$ cat src/rtl/regfile_preload.sv
// Register-file preloader: walks a (last, reg, data) ROM, writes each entry through the
// regfile test port, reads it back, and holds the processor in reset while running.
module regfile_preload #(
    parameter int NUM_ENTRIES = 8,
    parameter int ADDR_W      = 6,
    parameter bit SKIP_R0     = 1'b1
) (
    input  logic              clock,
    input  logic              reset,
    input  logic              start,
    output logic [ADDR_W-1:0] rom_addr,
    input  logic [37:0]       rom_q,
    input  logic [31:0]       t_data_readRegA,
    output logic              test,
    output logic              t_ctrl_writeEnable,
    output logic [4:0]        t_ctrl_writeReg,
    output logic [31:0]       t_data_writeReg,
    output logic [4:0]        t_ctrl_readRegA,
    output logic              proc_reset_hold,
    output logic              busy,
    output logic              done,
    output logic [6:0]        write_count,
    output logic [7:0]        error_count
);

    typedef enum logic [2:0] {
        IDLE, FETCH, LATCH, WRITE, VERIFY, CHECK_END, DONE
    } state_t;

    localparam logic [ADDR_W-1:0] LAST_IDX = ADDR_W'(NUM_ENTRIES - 1);

    state_t            state;
    logic [ADDR_W-1:0] idx;
    logic              e_last;
    logic [4:0]        e_reg;
    logic [31:0]       e_data;

    // idx is itself a register, so the ROM address needs no extra flop
    assign rom_addr        = idx;
    assign test            = busy;
    assign proc_reset_hold = busy;

    always_ff @(posedge clock or negedge reset) begin
        if (!reset) begin
            state              <= IDLE;
            idx                <= '0;
            e_last             <= 1'b0;
            e_reg              <= '0;
            e_data             <= '0;
            busy               <= 1'b0;
            done               <= 1'b0;
            write_count        <= '0;
            error_count        <= '0;
            t_ctrl_writeEnable <= 1'b0;
            t_ctrl_writeReg    <= '0;
            t_data_writeReg    <= '0;
            t_ctrl_readRegA    <= '0;
        end else begin
            // test-port strobes are one-state pulses; each state re-asserts what it needs
            t_ctrl_writeEnable <= 1'b0;
            t_ctrl_writeReg    <= '0;
            t_data_writeReg    <= '0;
            t_ctrl_readRegA    <= '0;
            case (state)
                IDLE, DONE: begin
                    if (start) begin
                        state       <= FETCH;
                        idx         <= '0;
                        write_count <= '0;
                        error_count <= '0;
                        done        <= 1'b0;
                        busy        <= 1'b1;
                    end
                end
                FETCH: state <= LATCH;
                LATCH: begin
                    e_last <= rom_q[37];
                    e_reg  <= rom_q[36:32];
                    e_data <= rom_q[31:0];
                    if (SKIP_R0 && rom_q[36:32] == 5'd0) begin
                        state <= CHECK_END;
                    end else begin
                        state              <= WRITE;
                        t_ctrl_writeEnable <= 1'b1;
                        t_ctrl_writeReg    <= rom_q[36:32];
                        t_data_writeReg    <= rom_q[31:0];
                    end
                end
                WRITE: begin
                    write_count     <= write_count + 7'd1;
                    t_ctrl_readRegA <= e_reg;
                    state           <= VERIFY;
                end
                VERIFY: begin
                    if (t_data_readRegA != e_data && error_count != 8'hFF)
                        error_count <= error_count + 8'd1;
                    state <= CHECK_END;
                end
                CHECK_END: begin
                    if (e_last || idx == LAST_IDX) begin
                        state <= DONE;
                        done  <= 1'b1;
                        busy  <= 1'b0;
                    end else begin
                        idx   <= idx + ADDR_W'(1);
                        state <= FETCH;
                    end
                end
                default: state <= IDLE;
            endcase
        end
    end

endmodule

$ cat config.mk
export PLATFORM = sky130hd
export DESIGN_NAME = regfile_preload
export DESIGN_NICKNAME = d
export VERILOG_FILES = /design/src/rtl/regfile_preload.sv
export SDC_FILE = /design/constraint.sdc
export NUM_CORES = 1
export LEC_CHECK = 0
export ABC_AREA = 0
export ABC_CLOCK_PERIOD_IN_PS = 2500
export BUFFER_PORTS_ARGS = -buffer_cell sky130_fd_sc_hd__buf_2
export CORE_MARGIN = 1.5
export CORE_UTILIZATION = 32
export CTS_CLUSTER_SIZE = 28
export DETAILED_ROUTE_END_ITERATION = 16
export GPL_TIMING_DRIVEN = 0
export PLACE_DENSITY = 0.66
export SLEW_MARGIN = 10
export SYNTH_ARGS = -nofsm -noshare
export SYNTH_HDL_FRONTEND = slang
export SYNTH_SLANG_ARGS = --single-unit
$ cat constraint.sdc
create_clock -name clock -period 2.5 [get_ports clock]
set_input_delay 0.25 -clock clock [delete_from_list [all_inputs] [get_ports clock]]
set_output_delay 0.25 -clock clock [all_outputs]
set_load 0.005 [all_outputs]
==> reports/metrics.cfg <==
[global_routing]
grt_max_degree = 63
grt_pass1_vias = 3537
top_usage_layer = met2
grtUsageMet1 = 0.192
use_met2 = 0.258
antenna_found_initial = 0
grt_usage = 0.157
grt_overflow = 0
met3_usage = 0.0651
grt_pass1_wl_um = 17800

[clocking]
cts_resized = 0
cts-root-buf = clkbuf_16
clock-sinks = 107
clk_latency_ps = 350
cts-htree-levels = 3
cts_made_buffers = 9
cts_tree = yes
path_clk_slew_ps = 70
cts_buffer_depth = 2

[run]
maxCapViolations = 0

[sta]
maxSlewViolCount = 0
worst_slew_pin_slew_ps = 510
layout_min_cycle_time_ps = 2030
rsz0062_at_grt = no
fmax_mhz = 493
finalCritPeriodShare = 0.811
slew_headroom = 0.657
finalSetupTns_ps = 0
fin_skew_ps = 6.99
setup_viol = 0
hold_violations = 0

[worst_setup_path]
rr_endpoint = error_count[7]
path_class = reg2reg
end_kind = register
cp.required_ps = 2710
rrSetupSlack_ps = 470
rr_startpoint = e_data[31]
cp_max_fo = 6
cp-startpoint = e_data[31]
worstSetupStartpointType = register
cp-endpoint = error_count[7]
r2r_cells = 5
arrival_ps = 2240

[die]
num_rows = 43
dieArea_um2 = 15000
die_h_um = 122
ios = 141
die_w_um = 122
core_area_um2 = 13900
start_util = 0.329

[logic_synthesis]
yosys.area.top_type_share = 0.587
synth_top_flop_cell = dfrtp_1
synth_top_cell_by_area = dfrtp_1
avgSynthCellArea_um2 = 12.5
yosys_warnings = 0
syn-num-nets = 441
synth-edff-count = 0
seq_area_frac_synth = 0.587
ys_ff_latch = 107
synthAdderAreaFrac = 0.00822
netlist_area_um2 = 4560
synth_compound_area_frac = 0.0559
synth_cell_types = 46
synth_cells = 365
async_reset_ff_frac = 1.00
synth.area.top_cells = dfrtp_1, mux2_2, xor2_1
synth_top_family_by_area = simple AND/OR/NAND/NOR gates
synth_mux_area_frac = 0.0959
synthXorXnorAreaFrac = 0.0691
synthSimpleGateAreaFrac = 0.159

[route]
post-route-drc-count = 0
dr.pass1.iters = 4
via_count = 3348
via_per_inst = 4.76
avgRoutedWirePerCell_um = 15.7
final_antenna_net_count = 0
drt_wl_total_um = 11100
first_iter_violations = 187

[placement]
port_buffers = 140
dp_hpwl_um = 8460
gp_congestion = 0.769

[cells_and_area]
largestRegisters = e_data: 32 flops, t_data_writeReg: 32 flops, error_count: 8 flops
nets = 594
drive_gt1_frac = 0.419
antenna_cells = 0
nFillCells = 1339
final_util = 0.423
area_growth_pct = 28.6

[min_path]
min_path_type = in2reg

[pwr]
total_power_mw = 6.18
leakagePower_nw = 2.99
power.density_nw_per_um2 = 1050
ir_drop_mv = 0.387

[status]
status = finished, final reports clean

-- routing by layer --
metal,share of wire,vias up
met5,0,-
met4,0.0080,0
met3,0.089,7
met2,0.49,128
met1,0.41,1637
li1,-,1576
-- power breakdown --
part	internal, mW	switching (mW)	total (mW)
combinational	1.00	0.987	1.99
sequential	2.28	0.333	2.61
clock	0.938	0.635	1.57
total	4.22	1.95	6.18
-- worst min-delay path by stage --
stage                   start                   to  slack, ps  cells after the start
finish               rom_q[9]   t_data_writeReg[9]        120                      2
global route         rom_q[5]   t_data_writeReg[5]        110                      2
CTS                  rom_q[9]   t_data_writeReg[9]        100                      2
detailed placement      reset  t_data_writeReg[15]        210                      1
global placement    rom_q[24]  t_data_writeReg[24]        470                      2
floorplan               reset                 busy        -50                      0
-- critical path, cell delays in order, from the launching register on --
cell     delay [ps]
dfrtp_1         390
xor2_1          160
nor4_1          470
nand4_1         270
o21ai_1         480
o31ai_1         120
-- cells in the mapped netlist (2+ instances only) --
cell        n
a21oi_1     3
and2_1     32
and3_1     17
buf_2       2
buf_4       6
buf_6       3
clkbuf_1    3
dfrtp_1   107
ha_1        3
inv_1       3
mux2_2     38
nand2_1    29
nand3_1    10
nand4_1     4
nor2_1      7
nor4_1      4
nor4_2      4
o21ai_0    15
o21ai_1     2
o311ai_1    6
o31ai_1     6
or2_1       2
xor2_1     36
-- layout by cell type (no fill, tap or decap), drive strengths merged, types with 5 or more instances in the layout --
master,count
and2,32
and3,17
buf,152
clkbuf,14
dfrtp,107
inv,6
mux2,38
nand2,29
nand3,10
nand4,5
nor2,9
nor4,8
o21ai,17
o311ai,7
o31ai,6
xor2,36
-- per-stage QoR --
stage	hold WS, ps	area, um2	setup slack, ps	cells
floorplan	-45.6	4560	854	365
global placement	469	5490	-55.5	685
detailed placement	208	5520	394	686
CTS	99.8	5870	384	703
global route	107	5870	277	703
finish	120	5870	471	703
-- what timing repair did --
item                      4_1_cts  5_1_grt
buffers inserted                0        0
hold endpoints to repair       45        0
hold buffers                    1        0
-- cell families after synthesis --
family | after synthesis
compound gates | 39
xor+xnor | 36
fa+ha+maj | 3
buf+inv | 18
flops | 107
mux | 39
simple gates | 123
-- cell type report --
| type | count | area, um2 | area share |
|---|---|---|---|
| clock inverter | 5 | 82.6 | 0.0141 |
| tap | 180 | 225 | 0.0384 |
| inverter | 4 | 15.0 | 0.00256 |
| timing repair buffer | 142 | 744 | 0.127 |
| clock buffer | 11 | 253 | 0.0431 |
| sequential | 107 | 2680 | 0.456 |
| buffer | 14 | 100 | 0.0171 |
| multi-input combinational | 240 | 1770 | 0.302 |
(Power assumes the default switching activity.)
